## config.mk

```make
export PLATFORM = sky130hd
export DESIGN_NAME = detector_passagem
export DESIGN_NICKNAME = d
export VERILOG_FILES = /design/src/rtl/passagem_pkg.sv /design/src/rtl/filtro_sensor.sv /design/src/rtl/detector_passagem.sv
export SDC_FILE = /design/constraint.sdc
export NUM_CORES = 1
export LEC_CHECK = 0
export CORE_AREA = 2 2 40 49
export DETAILED_ROUTE_END_ITERATION = 8
export DIE_AREA = 0 0 42 51
export DONT_BUFFER_PORTS = 1
export HOLD_SLACK_MARGIN = 0.12
export PLACE_DENSITY = 0.77
export SLEW_MARGIN = 5
export SYNTH_ARGS = -nofsm -noshare
export SYNTH_HDL_FRONTEND = slang
export SYNTH_SLANG_ARGS = --single-unit
```

## constraint.sdc

```tcl
create_clock -name clk_2 -period 2.3 [get_ports clk_2]
set_input_delay 0.23 -clock clk_2 [delete_from_list [all_inputs] [get_ports clk_2]]
set_output_delay 0.23 -clock clk_2 [all_outputs]
set_load 0.01 [all_outputs]
```

## src/rtl/passagem_pkg.sv

```systemverilog
// passagem_pkg: shared state encoding and default parameters for the two-beam passage detector.
package passagem_pkg;
    typedef enum logic [2:0] {
        IDLE       = 3'd0,
        A1         = 3'd1,
        AB_A       = 3'd2,
        B_A        = 3'd3,
        B1         = 3'd4,
        AB_B       = 3'd5,
        A_B        = 3'd6,
        WAIT_CLEAR = 3'd7
    } estado_passagem_t;
    localparam int DEF_DEBOUNCE_CYCLES = 4;
    localparam int DEF_TIMEOUT_CYCLES  = 1000;
endpackage

```

## src/rtl/filtro_sensor.sv

```systemverilog
// filtro_sensor: 2-flop synchronizer plus debouncer for one raw photo-beam.
module filtro_sensor #(
    parameter int DEBOUNCE_CYCLES = passagem_pkg::DEF_DEBOUNCE_CYCLES
) (
    input  logic clk_2,
    input  logic reset_n,
    input  logic sensor,
    output logic filtrado
);
    localparam int CW = $clog2(DEBOUNCE_CYCLES + 1);
    logic [1:0]    r_sync;
    logic [CW-1:0] r_cnt;
    logic          r_filt;
    // r_cnt counts consecutive edges where the synchronized sample disagrees with r_filt
    always_ff @(posedge clk_2 or negedge reset_n) begin
        if (!reset_n) begin
            r_sync <= '0;
            r_cnt  <= '0;
            r_filt <= 1'b0;
        end else begin
            r_sync <= {r_sync[0], sensor};
            if (r_sync[1] == r_filt) begin
                r_cnt <= '0;
            end else if (r_cnt == CW'(DEBOUNCE_CYCLES - 1)) begin
                r_filt <= ~r_filt;
                r_cnt  <= '0;
            end else begin
                r_cnt <= r_cnt + 1'b1;
            end
        end
    end
    assign filtrado = r_filt;
endmodule

```

## src/rtl/detector_passagem.sv

```systemverilog
// detector_passagem: two-beam gate-lane passage FSM emitting entrada/saida/erro pulses.
// Optional crossing timeout enabled by defining PASSAGE_TIMEOUT_EN.
module detector_passagem
    import passagem_pkg::*;
#(
    parameter int DEBOUNCE_CYCLES = DEF_DEBOUNCE_CYCLES,
    parameter int TIMEOUT_CYCLES  = DEF_TIMEOUT_CYCLES
) (
    input  logic       clk_2,
    input  logic       reset_n,
    input  logic       sensor_a,
    input  logic       sensor_b,
    output logic       entrada,
    output logic       saida,
    output logic       ocupado,
    output logic       erro,
    output logic [2:0] estado
);
    logic             w_a, w_b;
    logic [1:0]       w_ab;
    estado_passagem_t r_estado, w_prox, w_prox_f;
    logic             w_ent, w_sai, w_ilegal, w_tmo;
    logic             r_ent, r_sai, r_err, r_ocu;

    filtro_sensor #(.DEBOUNCE_CYCLES(DEBOUNCE_CYCLES)) u_filtro_a (
        .clk_2(clk_2), .reset_n(reset_n), .sensor(sensor_a), .filtrado(w_a)
    );
    filtro_sensor #(.DEBOUNCE_CYCLES(DEBOUNCE_CYCLES)) u_filtro_b (
        .clk_2(clk_2), .reset_n(reset_n), .sensor(sensor_b), .filtrado(w_b)
    );

    assign w_ab = {w_a, w_b};

    always_comb begin
        w_prox   = r_estado;
        w_ent    = 1'b0;
        w_sai    = 1'b0;
        w_ilegal = 1'b0;
        case (r_estado)
            IDLE: begin
                w_prox   = w_ab == 2'b10 ? A1 : w_ab == 2'b01 ? B1 : IDLE;
                w_ilegal = w_ab == 2'b11;
            end
            A1:   w_prox = w_ab == 2'b11 ? AB_A : w_ab == 2'b01 ? B_A : w_ab == 2'b00 ? IDLE : A1;
            AB_A: begin
                w_prox   = w_ab == 2'b01 ? B_A : w_ab == 2'b10 ? A1 : AB_A;
                w_ilegal = w_ab == 2'b00;
            end
            B_A: begin
                w_prox   = w_ab == 2'b00 ? IDLE : w_ab == 2'b11 ? AB_A : B_A;
                w_ent    = w_ab == 2'b00;
                w_ilegal = w_ab == 2'b10;
            end
            B1:   w_prox = w_ab == 2'b11 ? AB_B : w_ab == 2'b10 ? A_B : w_ab == 2'b00 ? IDLE : B1;
            AB_B: begin
                w_prox   = w_ab == 2'b10 ? A_B : w_ab == 2'b01 ? B1 : AB_B;
                w_ilegal = w_ab == 2'b00;
            end
            A_B: begin
                w_prox   = w_ab == 2'b00 ? IDLE : w_ab == 2'b11 ? AB_B : A_B;
                w_sai    = w_ab == 2'b00;
                w_ilegal = w_ab == 2'b01;
            end
            WAIT_CLEAR: w_prox = w_ab == 2'b00 ? IDLE : WAIT_CLEAR;
            default: ;
        endcase
    end

`ifdef PASSAGE_TIMEOUT_EN
    localparam int TW = $clog2(TIMEOUT_CYCLES + 1);
    logic [TW-1:0] r_tmo;
    logic          w_conta;
    // Counts edges spent in the current crossing state; fires on the edge that would reach the limit
    assign w_conta = r_estado != IDLE && r_estado != WAIT_CLEAR;
    assign w_tmo   = w_conta && w_prox == r_estado && r_tmo == TW'(TIMEOUT_CYCLES - 1);
    always_ff @(posedge clk_2 or negedge reset_n) begin
        if (!reset_n) r_tmo <= '0;
        else          r_tmo <= (!w_conta || w_prox_f != r_estado) ? '0 : r_tmo + 1'b1;
    end
`else
    assign w_tmo = 1'b0;
`endif

    assign w_prox_f = (w_ilegal || w_tmo) ? WAIT_CLEAR : w_prox;

    always_ff @(posedge clk_2 or negedge reset_n) begin
        if (!reset_n) begin
            r_estado <= IDLE;
            r_ent    <= 1'b0;
            r_sai    <= 1'b0;
            r_err    <= 1'b0;
            r_ocu    <= 1'b0;
        end else begin
            r_estado <= w_prox_f;
            r_ent    <= w_ent;
            r_sai    <= w_sai;
            r_err    <= w_ilegal | w_tmo;
            r_ocu    <= w_a | w_b;
        end
    end

    assign entrada = r_ent;
    assign saida   = r_sai;
    assign erro    = r_err;
    assign ocupado = r_ocu;
    assign estado  = r_estado;
endmodule

```

==> metrics.md <==
| Metric | Value |
|---|---|
| Leak Pwr | `0.4707 nW` |
| Vias/cell | `a little under 6` |
| Final setup vio count | `0` |
| First-pass detailed-route iteration total | `4` |
| # diodes | `0` |
| Max Clk Rate | `482.8 MHz` |
| Flop and latch count out of synthesis | `19` |
| Cells after Synth | `79` |
| Critical path arrival | `between 2 and 2.5 ns` |
| DIE WIDTH | `42 µm` |
| Fin cells | `103` |
| Nets | `97` |
| Vias | `between 500 and 600` |
| Vias in the first global route | `roughly 600` |
| Worst skew pair latency | `0.29 ns` |
| Final Cycle Share | `0.9006` |
| Core area | `~1700 µm²` |
| Clock buffer depth | `2` |
| Rel. slew slack | `0.4367` |
| Clk sinks | `19` |
| Crit Path Max Fanout | `5` |
| Worst path required time | `between 2 and 2.5 ns` |
| Setup TNS | `0 ns` |
| RSZ-0062 raised after global routing | `no` |
| CTS Root Cell | `clkbuf_4` |
| Worst hold path depth | `0` |
| Layout cells sized above 1 | `0.1071` |
| Hold WS | `0.3613 ns` |
| IO Count | `11` |
| Hold Crit Class | `reg2reg` |
| Final Wtd Congestion | `0.7291` |
| DRC | `0` |
| Die Footprint | `about 2100 µm²` |
| H-tree levels | `1` |
| YS warnings | `0` |
| Post-synthesis sequential area ratio | `0.5128` |
| Row count | `17` |
| Drt initial violations | `9` |
| First-pass GRT wire length | `around 2700 µm` |
| Die Ht | `slightly above 50 µm` |
| GRT Util Overall | `0.1713` |
| Layout area overhead | `7.287%` |
| Synth Area per Inst | `between 10 and 15 µm²` |
| Worst Tran Pin Value | `0.8422 ns` |
| Final Cell Area | `994.7 µm²` |
| Critical Path Start Type | `flip-flop` |
| IO Port Bufs | `0` |
| Dpl cells | `96` |
| Global route overflow | `0` |
| Yosys cell types | `29` |
| Mapped cell area | `927.1 µm²` |
| Slew Limit Fails | `0` |
| CP endpoint kind | `flip-flop` |
| CTS Buf Count | `3` |
| R2R setup slack | `0.23 ns` |
| Syn_nets | `slightly above 90` |
| Pin count of the biggest net entering global routing | `20` |
| Most common cell after layout, fill and taps aside | `dfrtp_1` |
| HPWL after DPL | `between 1000 and 1500 µm` |
| Pwr Density | `1330 nW/µm²` |
| Status | `completed` |
| Crit Path Class | `reg2reg` |
| Post-detailed-route wirelength per cell | `15.02 µm` |
| Reg2Reg Depth | `6` |
| Worst-path clk slew | `0.10 ns` |
| Antenna-violating nets left | `0` |
| CTS tree | `built` |
| Skew final | `~0.0015 ns` |
| Hold Fails Final Rpt | `0` |
| Minimum clock period | `2.071 ns` |
| Initial Util | `0.5381` |
| Drt total wl | `1547 µm` |
| Final Power | `between 1 and 1.5 mW` |
| Max rail drop VDD | `515.3 µV` |
| Post-DP Area | `938.4 µm²` |
| Most frequent cells in the layout | `19 x dfrtp_1, 9 x nand2_1, 8 x ha_1, 5 x nor3b_1` |
| Max_cap viols | `0` |
| Antenna violations before repair | `0` |
[sequential cells by signal, summed over array words and instances (netlist names)]
signal               count
estado                   3
erro                     1
ocupado                  1
saida                    1
u_filtro_a.filtrado      1
u_filtro_b.filtrado      1
u_filtro_b.r_cnt         3
u_filtro_b.r_sync        2
entrada                  1
u_filtro_a.r_sync        2
u_filtro_a.r_cnt         3
[Yosys cell counts (all sizes together)]
| library cell | count | area [µm²] |
|---|---|---|
| a211o | 1 | 8.760 |
| a21o | 1 | 8.760 |
| a21oi | 1 | 5.000 |
| a221o | 1 | 11.26 |
| a22o | 1 | 10.01 |
| and4b | 1 | 10.01 |
| buf | 2 | 12.51 |
| clkbuf | 1 | 7.510 |
| dfrtp | 19 | 475.5 |
| ha | 8 | 100.1 |
| inv | 4 | 15.01 |
| mux2 | 1 | 15.01 |
| mux2i | 2 | 20.02 |
| mux4 | 1 | 22.52 |
| nand2 | 9 | 33.78 |
| nand2b | 2 | 12.51 |
| nand3b | 1 | 7.510 |
| nor2 | 1 | 3.750 |
| nor2b | 3 | 18.77 |
| nor3 | 3 | 15.01 |
| nor3b | 5 | 37.54 |
| o21a | 1 | 7.510 |
| o21ai | 4 | 20.02 |
| o221ai | 1 | 8.760 |
| o22a | 1 | 8.760 |
| o31ai | 1 | 7.510 |
| or3 | 1 | 6.260 |
| xnor2 | 2 | 17.52 |
[worst max-delay path, stage by stage (launching register included)]
cell	delay [ns]
dfrtp_1	0.45
inv_1	0.15
ha_1	0.25
inv_1	0.09
mux2_4	0.26
mux4_2	0.47
a211o_1	0.29
[stage by stage]
step	utilization	setup WS (ns)
CTS	0.5773	0.2267
global route	0.5773	0.1343
detailed placement	0.5447	0.2427
finish	0.5773	0.2285
global placement	0.5447	0.3104
floorplan	-	0.3912
[final cells by class]
class	instances	area [µm²]
clock buffer	4	26.28
fill	153	728.2
inverter	4	15.01
multi-input combinational	53	416.7
sequential	19	475.5
tap	19	23.77
timing repair buffer	4	37.54
[power by group]
part	leakage, nW	internal [mW]	switching [mW]
sequential	0.239	0.434	0.155
combinational	0.216	0.305	0.265
clock	0.0150	0.0675	0.0973
total	0.471	0.807	0.516
[kinds of logic (layout without fill, tap and decap cells)]
logic type,after synthesis,after routing,synth area share
muxes,4,4,0.06207
xor gates and xnor gates,2,2,0.01890
DFF,19,19,0.5128
and+or+nand+nor,26,26,0.1565
adders and majority gates,8,8,0.1080
AOI/OAI and AO/OA,13,13,0.1039
buffers and inverters,7,12,0.03778
[worst paths after layout]
check | start | end
worst max-delay path | u_filtro_a.filtrado$_DFFE_PN0P_ | estado[1]$_DFF_PN0_
worst min-delay path | u_filtro_b.r_sync[0]$_DFF_PN0_ | u_filtro_b.r_sync[1]$_DFF_PN0_
worst min register to register | u_filtro_b.r_sync[0]$_DFF_PN0_ | u_filtro_b.r_sync[1]$_DFF_PN0_
min in group asynchronous | reset_n | estado[1]$_DFF_PN0_
worst max register to register | u_filtro_a.filtrado$_DFFE_PN0P_ | estado[1]$_DFF_PN0_
max in group asynchronous | reset_n | u_filtro_a.filtrado$_DFFE_PN0P_
[timing repair]
| item | 4_1_cts | 5_1_grt |
|---|---|---|
| setup endpoints to repair | 0 | 0 |
| resized for setup | 0 | 0 |
| hold buffers | 3 | 0 |
| setup buffers | 0 | 0 |
| endpoints found under the hold margin | 21 | 0 |
[metal layers]
layer  wire (µm)  vias to the layer above  GRT usage  share of wire
li1            -                      286          -              -
met1         658                      295     0.2111           0.43
met2         816                       11     0.2682           0.53
met3          41                        4    0.02827          0.027
met4          30                        0     0.1290          0.019
met5           0                        -          0              0
Note: power is estimated with default switching activity, not from simulation.
